===== src/rtl/hazard_pkg.sv =====
// Shared types for the miniRV hazard controller: FSM states, forward selects,
// scoreboard entry and the register-match helper.
package hazard_pkg;

    localparam int RA_W_PKG = 5;

    typedef enum logic [1:0] {
        ST_RUN    = 2'd0,
        ST_LU     = 2'd1,
        ST_FREEZE = 2'd2,
        ST_FLUSH  = 2'd3
    } state_t;

    typedef enum logic [1:0] {
        FWD_RF  = 2'd0,
        FWD_EX  = 2'd1,
        FWD_MEM = 2'd2,
        FWD_WB  = 2'd3
    } fwd_t;

    typedef struct packed {
        logic                v;
        logic [RA_W_PKG-1:0] wr;
        logic                we;
        logic                ld;
    } sb_entry_t;

    // A load can only supply its value from MEM onwards, so callers clear allow_ld for EX.
    function automatic logic sb_hit(input sb_entry_t e, input logic [RA_W_PKG-1:0] rs,
                                    input logic used, input logic allow_ld);
        return e.v & e.we & (e.wr != '0) & (e.wr == rs) & used & (allow_ld | ~e.ld);
    endfunction

endpackage


===== src/rtl/hazard_ctrl_if.sv =====
// Pipeline-side bundle of the hazard controller: ID decode info in, stall/flush/forward controls out.
interface hazard_ctrl_if #(
    parameter int RA_W   = 5,
    parameter int PERF_W = 32
);
    logic              id_valid_i;
    logic [RA_W-1:0]   id_rs1_i;
    logic [RA_W-1:0]   id_rs2_i;
    logic              id_rs1_used_i;
    logic              id_rs2_used_i;
    logic [RA_W-1:0]   id_wR_i;
    logic              id_rf_we_i;
    logic              id_is_load_i;
    logic              ex_redirect_i;
    logic              mem_busy_i;
    logic              pc_stall_o;
    logic              if_id_stall_o;
    logic              if_id_flush_o;
    logic              id_ex_null_o;
    logic              pipe_freeze_o;
    logic [1:0]        fwd_rs1_sel_o;
    logic [1:0]        fwd_rs2_sel_o;
    logic [1:0]        state_o;
    logic [PERF_W-1:0] perf_stall_cnt_o;
    logic [PERF_W-1:0] perf_flush_cnt_o;

    modport master (
        output id_valid_i, id_rs1_i, id_rs2_i, id_rs1_used_i, id_rs2_used_i,
               id_wR_i, id_rf_we_i, id_is_load_i, ex_redirect_i, mem_busy_i,
        input  pc_stall_o, if_id_stall_o, if_id_flush_o, id_ex_null_o, pipe_freeze_o,
               fwd_rs1_sel_o, fwd_rs2_sel_o, state_o, perf_stall_cnt_o, perf_flush_cnt_o
    );

    modport slave (
        input  id_valid_i, id_rs1_i, id_rs2_i, id_rs1_used_i, id_rs2_used_i,
               id_wR_i, id_rf_we_i, id_is_load_i, ex_redirect_i, mem_busy_i,
        output pc_stall_o, if_id_stall_o, if_id_flush_o, id_ex_null_o, pipe_freeze_o,
               fwd_rs1_sel_o, fwd_rs2_sel_o, state_o, perf_stall_cnt_o, perf_flush_cnt_o
    );
endinterface


===== src/rtl/hazard_ctrl_fwd_sel.sv =====
// Per-operand forwarding select: youngest matching scoreboard stage wins.
module fwd_sel
    import hazard_pkg::*;
(
    input  sb_entry_t           i_ex,
    input  sb_entry_t           i_mem,
    input  sb_entry_t           i_wb,
    input  logic [RA_W_PKG-1:0] i_rs,
    input  logic                i_used,
    output fwd_t                o_sel
);
    always_comb begin
        o_sel = FWD_RF;
        if (sb_hit(i_ex, i_rs, i_used, 1'b0))
            o_sel = FWD_EX;
        else if (sb_hit(i_mem, i_rs, i_used, 1'b1))
            o_sel = FWD_MEM;
        else if (sb_hit(i_wb, i_rs, i_used, 1'b1))
            o_sel = FWD_WB;
    end
endmodule


===== src/rtl/hazard_ctrl.sv =====
// Hazard controller for the 5-stage miniRV core: scoreboard, forwarding, load-use stall,
// freeze and redirect flush. Define HAZARD_PERF_EN to build the stall/flush counters.
module hazard_ctrl
    import hazard_pkg::*;
#(
    parameter int RA_W   = RA_W_PKG,
    parameter int PERF_W = 32
) (
    input logic          clk_i,
    input logic          rst_i,
    hazard_ctrl_if.slave bus
);
    sb_entry_t       r_sb_ex, r_sb_mem, r_sb_wb;
    logic            r_pend_redir;
    state_t          r_state;

    state_t          w_next_state;
    fwd_t            w_fwd_rs1, w_fwd_rs2;
    logic [RA_W-1:0] w_rs1, w_rs2;
    logic            w_ld_use, w_redir, w_bubble;

    assign w_rs1 = bus.id_rs1_i;
    assign w_rs2 = bus.id_rs2_i;

    fwd_sel u_fwd_rs1 (.i_ex(r_sb_ex), .i_mem(r_sb_mem), .i_wb(r_sb_wb),
                       .i_rs(w_rs1), .i_used(bus.id_rs1_used_i), .o_sel(w_fwd_rs1));
    fwd_sel u_fwd_rs2 (.i_ex(r_sb_ex), .i_mem(r_sb_mem), .i_wb(r_sb_wb),
                       .i_rs(w_rs2), .i_used(bus.id_rs2_used_i), .o_sel(w_fwd_rs2));

    assign w_ld_use = bus.id_valid_i & r_sb_ex.ld &
                      (sb_hit(r_sb_ex, w_rs1, bus.id_rs1_used_i, 1'b1) |
                       sb_hit(r_sb_ex, w_rs2, bus.id_rs2_used_i, 1'b1));
    assign w_redir  = bus.ex_redirect_i | r_pend_redir;
    // A redirect wins over load-use: the stalled ID instruction is wrong-path anyway.
    assign w_bubble = w_redir | w_ld_use;

    always_comb begin
        bus.pc_stall_o    = 1'b0;
        bus.if_id_stall_o = 1'b0;
        bus.if_id_flush_o = 1'b0;
        bus.id_ex_null_o  = 1'b0;
        bus.pipe_freeze_o = 1'b0;
        w_next_state      = ST_RUN;
        if (bus.mem_busy_i) begin
            bus.pipe_freeze_o = 1'b1;
            bus.pc_stall_o    = 1'b1;
            bus.if_id_stall_o = 1'b1;
            w_next_state      = ST_FREEZE;
        end else if (w_redir) begin
            bus.if_id_flush_o = 1'b1;
            bus.id_ex_null_o  = 1'b1;
            w_next_state      = ST_FLUSH;
        end else if (w_ld_use) begin
            bus.pc_stall_o    = 1'b1;
            bus.if_id_stall_o = 1'b1;
            bus.id_ex_null_o  = 1'b1;
            w_next_state      = ST_LU;
        end
    end

    always_ff @(posedge clk_i) begin
        if (rst_i) begin
            r_sb_ex.v    <= 1'b0;
            r_sb_mem.v   <= 1'b0;
            r_sb_wb.v    <= 1'b0;
            r_pend_redir <= 1'b0;
            r_state      <= ST_RUN;
        end else begin
            r_state <= w_next_state;
            if (bus.mem_busy_i) begin
                if (bus.ex_redirect_i)
                    r_pend_redir <= 1'b1;
            end else begin
                r_pend_redir <= 1'b0;
                r_sb_wb      <= r_sb_mem;
                r_sb_mem     <= r_sb_ex;
                r_sb_ex      <= '{v:  bus.id_valid_i & ~w_bubble,
                                  wr: bus.id_wR_i,
                                  we: bus.id_rf_we_i,
                                  ld: bus.id_is_load_i};
            end
        end
    end

    assign bus.fwd_rs1_sel_o = w_fwd_rs1;
    assign bus.fwd_rs2_sel_o = w_fwd_rs2;
    assign bus.state_o       = r_state;

`ifdef HAZARD_PERF_EN
    logic [PERF_W-1:0] r_stall_cnt, r_flush_cnt;

    // Freeze has top priority, so LU/FLUSH decisions never occur while frozen.
    always_ff @(posedge clk_i) begin
        if (rst_i) begin
            r_stall_cnt <= '0;
            r_flush_cnt <= '0;
        end else begin
            if (w_next_state == ST_LU)
                r_stall_cnt <= r_stall_cnt + PERF_W'(1);
            if (w_next_state == ST_FLUSH)
                r_flush_cnt <= r_flush_cnt + PERF_W'(1);
        end
    end

    assign bus.perf_stall_cnt_o = r_stall_cnt;
    assign bus.perf_flush_cnt_o = r_flush_cnt;
`else
    assign bus.perf_stall_cnt_o = {PERF_W{1'b0}};
    assign bus.perf_flush_cnt_o = {PERF_W{1'b0}};
`endif

endmodule

===== src/flat_wrapper.sv =====
// flat-port wrapper written by rule: the top's interface ports become plain ports
module hazard_ctrl_flat import hazard_pkg::*;
#(
    parameter int RA_W   = RA_W_PKG,
    parameter int PERF_W = 32
)
  (clk_i, rst_i, bus_id_valid_i, bus_id_rs1_i, bus_id_rs2_i, bus_id_rs1_used_i, bus_id_rs2_used_i, bus_id_wR_i, bus_id_rf_we_i, bus_id_is_load_i, bus_ex_redirect_i, bus_mem_busy_i, bus_pc_stall_o, bus_if_id_stall_o, bus_if_id_flush_o, bus_id_ex_null_o, bus_pipe_freeze_o, bus_fwd_rs1_sel_o, bus_fwd_rs2_sel_o, bus_state_o, bus_perf_stall_cnt_o, bus_perf_flush_cnt_o);
  hazard_ctrl_if #(.RA_W(RA_W), .PERF_W(PERF_W)) bus_i ();
  input logic clk_i;
  input logic rst_i;
  input wire logic [$bits(bus_i.id_valid_i)-1:0] bus_id_valid_i;
  input wire logic [$bits(bus_i.id_rs1_i)-1:0] bus_id_rs1_i;
  input wire logic [$bits(bus_i.id_rs2_i)-1:0] bus_id_rs2_i;
  input wire logic [$bits(bus_i.id_rs1_used_i)-1:0] bus_id_rs1_used_i;
  input wire logic [$bits(bus_i.id_rs2_used_i)-1:0] bus_id_rs2_used_i;
  input wire logic [$bits(bus_i.id_wR_i)-1:0] bus_id_wR_i;
  input wire logic [$bits(bus_i.id_rf_we_i)-1:0] bus_id_rf_we_i;
  input wire logic [$bits(bus_i.id_is_load_i)-1:0] bus_id_is_load_i;
  input wire logic [$bits(bus_i.ex_redirect_i)-1:0] bus_ex_redirect_i;
  input wire logic [$bits(bus_i.mem_busy_i)-1:0] bus_mem_busy_i;
  output wire logic [$bits(bus_i.pc_stall_o)-1:0] bus_pc_stall_o;
  output wire logic [$bits(bus_i.if_id_stall_o)-1:0] bus_if_id_stall_o;
  output wire logic [$bits(bus_i.if_id_flush_o)-1:0] bus_if_id_flush_o;
  output wire logic [$bits(bus_i.id_ex_null_o)-1:0] bus_id_ex_null_o;
  output wire logic [$bits(bus_i.pipe_freeze_o)-1:0] bus_pipe_freeze_o;
  output wire logic [$bits(bus_i.fwd_rs1_sel_o)-1:0] bus_fwd_rs1_sel_o;
  output wire logic [$bits(bus_i.fwd_rs2_sel_o)-1:0] bus_fwd_rs2_sel_o;
  output wire logic [$bits(bus_i.state_o)-1:0] bus_state_o;
  output wire logic [$bits(bus_i.perf_stall_cnt_o)-1:0] bus_perf_stall_cnt_o;
  output wire logic [$bits(bus_i.perf_flush_cnt_o)-1:0] bus_perf_flush_cnt_o;
  assign bus_i.id_valid_i = bus_id_valid_i;
  assign bus_i.id_rs1_i = bus_id_rs1_i;
  assign bus_i.id_rs2_i = bus_id_rs2_i;
  assign bus_i.id_rs1_used_i = bus_id_rs1_used_i;
  assign bus_i.id_rs2_used_i = bus_id_rs2_used_i;
  assign bus_i.id_wR_i = bus_id_wR_i;
  assign bus_i.id_rf_we_i = bus_id_rf_we_i;
  assign bus_i.id_is_load_i = bus_id_is_load_i;
  assign bus_i.ex_redirect_i = bus_ex_redirect_i;
  assign bus_i.mem_busy_i = bus_mem_busy_i;
  assign bus_pc_stall_o = bus_i.pc_stall_o;
  assign bus_if_id_stall_o = bus_i.if_id_stall_o;
  assign bus_if_id_flush_o = bus_i.if_id_flush_o;
  assign bus_id_ex_null_o = bus_i.id_ex_null_o;
  assign bus_pipe_freeze_o = bus_i.pipe_freeze_o;
  assign bus_fwd_rs1_sel_o = bus_i.fwd_rs1_sel_o;
  assign bus_fwd_rs2_sel_o = bus_i.fwd_rs2_sel_o;
  assign bus_state_o = bus_i.state_o;
  assign bus_perf_stall_cnt_o = bus_i.perf_stall_cnt_o;
  assign bus_perf_flush_cnt_o = bus_i.perf_flush_cnt_o;
  hazard_ctrl #(.RA_W(RA_W), .PERF_W(PERF_W)) u_core (.clk_i(clk_i), .rst_i(rst_i), .bus(bus_i));
endmodule

===== config.mk =====
export PLATFORM = sky130hd
export DESIGN_NAME = hazard_ctrl_flat
export DESIGN_NICKNAME = d
export VERILOG_FILES = /design/src/rtl/hazard_pkg.sv /design/src/rtl/hazard_ctrl_if.sv /design/src/rtl/hazard_ctrl_fwd_sel.sv /design/src/rtl/hazard_ctrl.sv /design/src/flat_wrapper.sv
export SDC_FILE = /design/constraint.sdc
export NUM_CORES = 1
export LEC_CHECK = 0
export ABC_AREA = 1
export CAP_MARGIN = 20
export CORE_AREA = 3 3 73 75
export DETAILED_ROUTE_END_ITERATION = 12
export DIE_AREA = 0 0 76 78
export PLACE_DENSITY = 0.8
export RECOVER_POWER = 50
export SYNTH_ARGS = -nofsm -noshare
export SYNTH_HDL_FRONTEND = slang
export SYNTH_SLANG_ARGS = --single-unit

===== constraint.sdc =====
create_clock -name clk_i -period 4.3 [get_ports clk_i]
set_clock_uncertainty 0.1 [all_clocks]
set_input_delay 0.645 -clock clk_i [delete_from_list [all_inputs] [get_ports clk_i]]
set_output_delay 0.645 -clock clk_i [all_outputs]
set_load 0.005 [all_outputs]

==> metrics.md <==
| Metric | Value |
|---|---|
| Outcome | `complete, no violations` |
| Register area share after synthesis | `0.3644` |
| Met2 Use GR | `0.2190` |
| CTS tree | `built` |
| Total grt overflow | `0` |
| Worst Hold End | `u_core.r_sb_wb[1]` |
| Arrival @ worst endpoint | `2530 ps` |
| Initial core utilization | `0.4013` |
| Drt wl/cell | `10.40 um` |
| Initial DRT Pass Iterations | `4` |
| Clock Sinks | `25` |
| Setup TNS | `0 ps` |
| Final GP Congestion | `0.9643` |
| Hold_buf cts | `0` |
| Yosys reg bits | `25` |
| # Post-CTS Setup Buffers | `0` |
| PortBufs | `34` |
| Total number of H-tree levels | `1` |
| Latest clock arrival within the worst-skew pair | `260 ps` |
| DP Wirelength | `about 3000 um` |
| Post-synthesis average cell area | `7.865 um2` |
| Initial antenna violation count | `0` |
| Area contributors post-synth | `edfxtp_1 (30%), buf_4 (26%), nand2_1 (8.5%)` |
| CP bufs+invs | `2` |
| Reg-to-reg startpoint | `u_core.r_sb_ex[5]` |
| GR peak layer | `met2` |
| Met1 Resource Use GR | `0.1480` |
| Maximum fanout along the worst path | `4` |
| Ys async rst share | `0` |
| Number of global-route vias before repair | `around 1300` |
| DIE HEIGHT | `78 um` |
| Max-slew violation count | `0` |
| Count leader, synth | `buf_4` |
| Mapped Cells | `241` |
| Post-synth EDFFs | `19` |
| I/O pin count | `99` |
| Yosys warning count | `0` |
| Crit path launch type | `input port` |
| Primary FF master, synth | `edfxtp_1` |
| Area Overhead vs Synth | `11.29%` |
| CP delay by family, top | `buffers and inverters` |
| RSZ-0062 raised after global routing | `false` |
| Pwr dens | `241.1 nW/um2` |
| Die width | `76 um` |
| Max IR drop VDD | `0.2015 mV` |
| Yosys top cell area share | `0.3010` |
| Initial DRC Count | `66` |
| R2R Path End | `u_core.r_sb_ex[7]` |
| Placeable Area | `approximately 4700 um2` |
| Largest net degree at the start of global routing | `22` |
| Final setup vio count | `0` |
| Final hold violations | `0` |
| FF-to-FF path depth | `9` |
| Area of the multi-input gates | `833.3 um2` |
| Crit end category | `primary output` |
| # fillers | `436` |
| Root buffer cell | `clkbuf_8` |
| Final layout net count | `302` |
| Final core utilization | `0.4466` |
| Critical path class | `input port to primary output` |
| Setup slack, reg-to-reg | `2850 ps` |
| Yosys top cell by area | `edfxtp_1` |
| CTS buffer count | `3` |
| Total GRT Usage | `0.1207` |
| Worst-path cell chain | `clkdlybuf4s50_1 > a21boi_0 > nand2_1 > nor2_2 > nand3_1 > nand2_1 > nand2_2 > a21oi_2 > clkdlybuf4s50_1` |
| CP max stage cell | `clkdlybuf4s50_1` |
| Inserted Diodes | `0` |
| Drt total wl | `roughly 3600 um` |
| DIE AREA | `5928 um2` |
| Post-synthesis cell type count | `23` |
| Max stage delay on crit path | `about 520 ps` |
| Fraction of layout cells with a size suffix above 1 | `0.05415` |
| Worst hold stages | `0` |
| ANT nets after route | `0` |
| Required time worst endpoint | `approximately 3600 ps` |
| Hold path startpoint | `u_core.r_sb_mem[1]` |
| Leakage | `0.9997 nW` |
| Worst-margin pin slew | `1073 ps` |
| Clock transition at path regs | `~80 ps` |
| Max clock buf depth | `2` |
| Post-cts repair resize count | `0` |
| Global-route wire length before repair | `5906 um` |
| Rows | `25` |
| DR vias/cell | `between 4 and 5` |
| DRC errors left | `0` |
| Max Clk Rate | `0.3056 GHz` |
| Max cap viols | `0` |
| Fin crit period | `3272 ps` |
| Slew margin rel. | `0.2849` |
| M3 GR Usage | `0.01624` |
| Final period util | `0.7610` |
| Register Area | `690.7 um2` |
| Top post-synthesis cells by count | `buf_4 (66), nand2_1 (43), inv_1 (25), edfxtp_1 (19), nand3_1 (18)` |
| Mapped cell area | `about 1900 um2` |
| Total number of vias | `1439` |
| Type of the tightest min-delay check | `flop to flop` |
[metrics by stage]
step / cells / hold WS [ps] / power, W / worst slack [ps] / area [um2]
2_1_floorplan: 304 / 326.8 / 0.0003775 / 2134 / 2132
3_3_place_gp: 340 / 331.2 / 0.0003776 / 1112 / 2068
3_5_place_dp: 340 / 339.6 / 0.0003802 / 1051 / 2068
4_1_cts: 344 / 359.4 / 0.0005104 / 1048 / 2113
5_1_grt: 344 / 380.7 / 0.0005378 / 893.7 / 2110
6_report: 344 / 357.6 / 0.0005086 / 1028 / 2110
[how the worst max path moves through the flow]
| stage | startpoint | endpoint | cells after the start |
|---|---|---|---|
| floorplan | bus_id_rs1_used_i | bus_pc_stall_o | 8 |
| global route | bus_id_rs1_used_i | bus_if_id_stall_o | 9 |
| global placement | bus_id_rs2_i[0] | bus_if_id_stall_o | 10 |
| finish | bus_id_rs1_used_i | bus_if_id_stall_o | 9 |
| CTS | bus_id_rs1_i[4] | bus_fwd_rs1_sel_o[0] | 7 |
| detailed placement | bus_id_rs2_i[4] | bus_fwd_rs2_sel_o[1] | 9 |
[area by class of cell]
class | count | share of cell area
timing repair buffer | 35 | 0.1631
tap | 67 | 0.03974
sequential | 25 | 0.3274
clock buffer | 4 | 0.02135
multi-input combinational | 183 | 0.3950
inverter | 30 | 0.05338
[placed cells by master, fill, tap and decap left out, drive strengths merged]
master,n
conb,64
nand2,44
inv,30
clkdlybuf4s50,25
nand3,20
edfxtp,19
nor2,17
dlygate4sd3,9
a21oi,9
o21ai,9
xnor2,8
dfxtp,6
clkbuf,5
xor2,4
nor3,3
nand4,2
or2,2
a21boi,1
[state kept, by name, summed over array words and instances (netlist names)]
signal               count
u_core.r_sb_ex           8
u_core.r_sb_mem          7
u_core.r_sb_wb           7
u_core.bus.state_o       2
u_core.r_pend_redir      1
[power by group]
group	total, W	switching [W]	internal [W]
combinational	0.0000960	0.0000552	0.0000408
sequential	0.000279	0.00000815	0.000271
clock	0.000133	0.0000671	0.0000661
total	0.000509	0.000130	0.000378
[worst register-to-register path: stages, from the launching register on]
cell and delay (ps):
edfxtp_1 370, inv_2 70, a21boi_0 230, nand2_1 110, nor2_2 110, nand3_1 70
nand2_1 80, nand2_2 80, nand3_1 80, nand2_1 50
[per-layer routing]
layer | wire length, um | share of wire | vias up
met5 | 0 | 0 | -
met4 | 42 | 0.012 | 0
met3 | 320 | 0.089 | 7
met2 | 1826 | 0.51 | 86
met1 | 1388 | 0.39 | 642
li1 | - | - | 704
[logic make-up (layout without fill, tap and decap cells)]
group / count (synthesis) / after routing / share of synthesized area
buf+inv: 96 / 69 / 0.3208
simple gates: 88 / 88 / 0.2040
flops: 25 / 25 / 0.3644
compound gates: 19 / 19 / 0.05347
xor+xnor: 12 / 12 / 0.05545
other cells: 1 / 64 / 0.001978
(Power assumes the default switching activity.)
==> patch 1 (same settings) <==
`PERF_W` is set to 32 in 3 places; all go to 16.
--- a/src/rtl/hazard_ctrl_if.sv
+++ b/src/rtl/hazard_ctrl_if.sv
@@ -2,5 +2,5 @@
 interface hazard_ctrl_if #(
     parameter int RA_W   = 5,
-    parameter int PERF_W = 32
+    parameter int PERF_W = 16
 );
     logic              id_valid_i;
--- a/src/rtl/hazard_ctrl.sv
+++ b/src/rtl/hazard_ctrl.sv
@@ -5,5 +5,5 @@
 #(
     parameter int RA_W   = RA_W_PKG,
-    parameter int PERF_W = 32
+    parameter int PERF_W = 16
 ) (
     input logic          clk_i,
--- a/src/flat_wrapper.sv
+++ b/src/flat_wrapper.sv
@@ -3,5 +3,5 @@
 #(
     parameter int RA_W   = RA_W_PKG,
-    parameter int PERF_W = 32
+    parameter int PERF_W = 16
 )
   (clk_i, rst_i, bus_id_valid_i, bus_id_rs1_i, bus_id_rs2_i, bus_id_rs1_used_i, bus_id_rs2_used_i, bus_id_wR_i, bus_id_rf_we_i, bus_id_is_load_i, bus_ex_redirect_i, bus_mem_busy_i, bus_pc_stall_o, bus_if_id_stall_o, bus_if_id_flush_o, bus_id_ex_null_o, bus_pipe_freeze_o, bus_fwd_rs1_sel_o, bus_fwd_rs2_sel_o, bus_state_o, bus_perf_stall_cnt_o, bus_perf_flush_cnt_o);
Interface: changed (resized bus_perf_flush_cnt_o and bus_perf_stall_cnt_o); port bits go from 99 to 67. The function was not compared with the original's and may differ.
==> patch 1 against the unedited design <==
- global-route usage about the same
- largest power group unchanged
- synthesized cell count fell by 13%
- routed wire length fell by 2.5%
- worst setup slack gained 0.0027 ns
- die area unchanged
- area after synthesis fell by 13%
- via count shrank 6.5%
- clock power increased by 5%
- sequential cell count unchanged
- power down 0.28%
- final area fell by 5.7%
==> patch 1: results <==
INSERT INTO impl_metrics (metric_group, metric, value, unit) VALUES
('timing', 'postLayoutSetupSlackWorst', '1.03', 'ns'),
('route', 'routed_wl', '3490', 'um'),
('critical_path', 'worstRegToRegCells', '7', ''),
('critical_path', 'startpoint', 'bus_id_rs1_i[1]', ''),
('route', 'vias_per_cell', '4.31', ''),
('global_route', 'track_usage', '12.0', '%'),
('critical_path', 'critical_path.max_stage_delay', '0.58', 'ns'),
('run_status', 'status', 'complete, no violations', ''),
('critical_path', 'critPathArrivalTime', '2.52', 'ns'),
('timing', 'timing.max_slew.rel_slack', '23.4', '%'),
('power_and_ir_drop', 'static-leakage-power', '0.896', 'nW'),
('critical_path', 'r2r_setup_slack', '2.89', 'ns'),
('synthesis', 'synth.yosys.seq_area_share', '41.7', '%'),
('power_and_ir_drop', 'p_int', '0.000378', 'W'),
('power_and_ir_drop', 'pwr.group.sequential', '0.000280', 'W'),
('global_route', 'grt_pass1_wl', '5750', 'um'),
('cells_and_area', 'drive_above_1_share', '6.12', '%'),
('cells_and_area', 'fin_nets', '270', ''),
('power_and_ir_drop', 'p_clk', '0.000139', 'W'),
('power_and_ir_drop', 'power_switching', '0.000129', 'W');
==> patch 1: cell types whose count changed in the layout (fill, tap and decap cells not counted), sizes merged <==
| cell | unedited run | this run |
|---|---|---|
| conb | 64 | 32 |
==> patch 1: metal layers <==
metal  global-route usage, %  part of all wire, %  vias up
met5                       0                    0        -
met2                    20.9                   50       58
li1                        -                    -      668
met4                    5.98                  1.6        0
met1                    14.6                   41      612
met3                    1.74                  7.3        7
==> patch 1: layout make-up <==
type,instances,area (um^2)
inverter,30,113
fill,462,2730
tap,67,83.8
clock buffer,4,45.0
timing repair buffer,35,344
sequential,25,691
multi-input combinational,151,713
==> patch 1: metrics by stage <==
step	hold slack [ns]	utilization [%]	instance area (um^2)	std cells
floorplan	0.327	-	1770	240
global placement	0.333	41.2	1950	308
detailed placement	0.336	41.2	1950	308
CTS	0.356	42.2	1990	312
global route	0.366	42.1	1990	312
finish	0.355	42.1	1990	312
==> patch 2 (config.mk and constraints unchanged) <==
Made on the original files. The option `HAZARD_PERF_EN` is turned on by a define.
--- a/src/rtl/hazard_ctrl.sv
+++ b/src/rtl/hazard_ctrl.sv
@@ -1,4 +1,6 @@
 // Hazard controller for the 5-stage miniRV core: scoreboard, forwarding, load-use stall,
 // freeze and redirect flush. Define HAZARD_PERF_EN to build the stall/flush counters.
+`define HAZARD_PERF_EN
+
 module hazard_ctrl
     import hazard_pkg::*;
Formal check against the unedited RTL: not equivalent (a bounded check fails within 4 cycles, from zero or initial values and one cycle with rst_i high).
==> patch 2 against the unedited design <==
- area after synthesis rose to 2.7 times the old value
- the run now fails in 3_1_place_gp_skip_io
==> patch 2: results <==
INSERT INTO impl_metrics (metric_group, metric, value, unit) VALUES
('synthesis', 'synth-seq-cells', '89', ''),
('synthesis', 'synthDominantCellAreaShare', '27.1', '%'),
('synthesis', 'synth-edff-count', '19', ''),
('synthesis', 'synth.yosys.seq_area_share', '38.1', '%'),
('synthesis', 'synth.distinct_cells', '47', ''),
('run_status', 'flow.stopped_at', '3_1_place_gp_skip_io', ''),
('synthesis', 'postSynth.asyncResetShare', '0', '%'),
('synthesis', 'synth_area_per_cell', '6.76', 'um^2'),
('synthesis', 'synth_nets', '791', ''),
('synthesis', 'synth.yosys.warnings', '0', ''),
('synthesis', 'netlist_top_cells_count', '204 x sky130_fd_sc_hd__nand2_1, 108 x sky130_fd_sc_hd__nor2_1, 98 x sky130_fd_sc_hd__inv_1', ''),
('run_status', 'status', 'aborted with a tool error', ''),
('run_status', 'stop_error', '[ERROR GPL-0301] Utilization 126.636 % exceeds 100%.', ''),
('synthesis', 'synth.cell_area', '5170', 'um^2'),
('synthesis', 'synth_area_leaders', 'sky130_fd_sc_hd__dfxtp_1 27%, sky130_fd_sc_hd__nand2_1 15%, sky130_fd_sc_hd__edfxtp_1 11%', ''),
('synthesis', 'synth_top_flop_cell', 'sky130_fd_sc_hd__dfxtp_1', '');
## patch 2: cell count changes after synthesis, moves of 7 or more
cell	before	now
sky130_fd_sc_hd__nand4_1	2	32
sky130_fd_sc_hd__inv_1	25	98
sky130_fd_sc_hd__buf_4	66	2
sky130_fd_sc_hd__nor2_1	15	108
sky130_fd_sc_hd__nor3_1	3	23
sky130_fd_sc_hd__nand3_1	18	43
sky130_fd_sc_hd__xor2_1	4	14
sky130_fd_sc_hd__nand2_1	43	204
sky130_fd_sc_hd__clkbuf_1	0	7
sky130_fd_sc_hd__o21ai_0	7	33
sky130_fd_sc_hd__a21oi_1	8	38
sky130_fd_sc_hd__dfxtp_1	6	70
## patch 2: cells by family after synthesis
logic type	Yosys count	synth area share, %
buffers and inverters	120	9.22
AND/OR/NAND/NOR	442	38.3
XOR/XNOR	24	4.06
flip-flops	89	38.1
adder cells (fa/ha/maj)	2	0.484
AO/OA/AOI/OAI	88	9.77
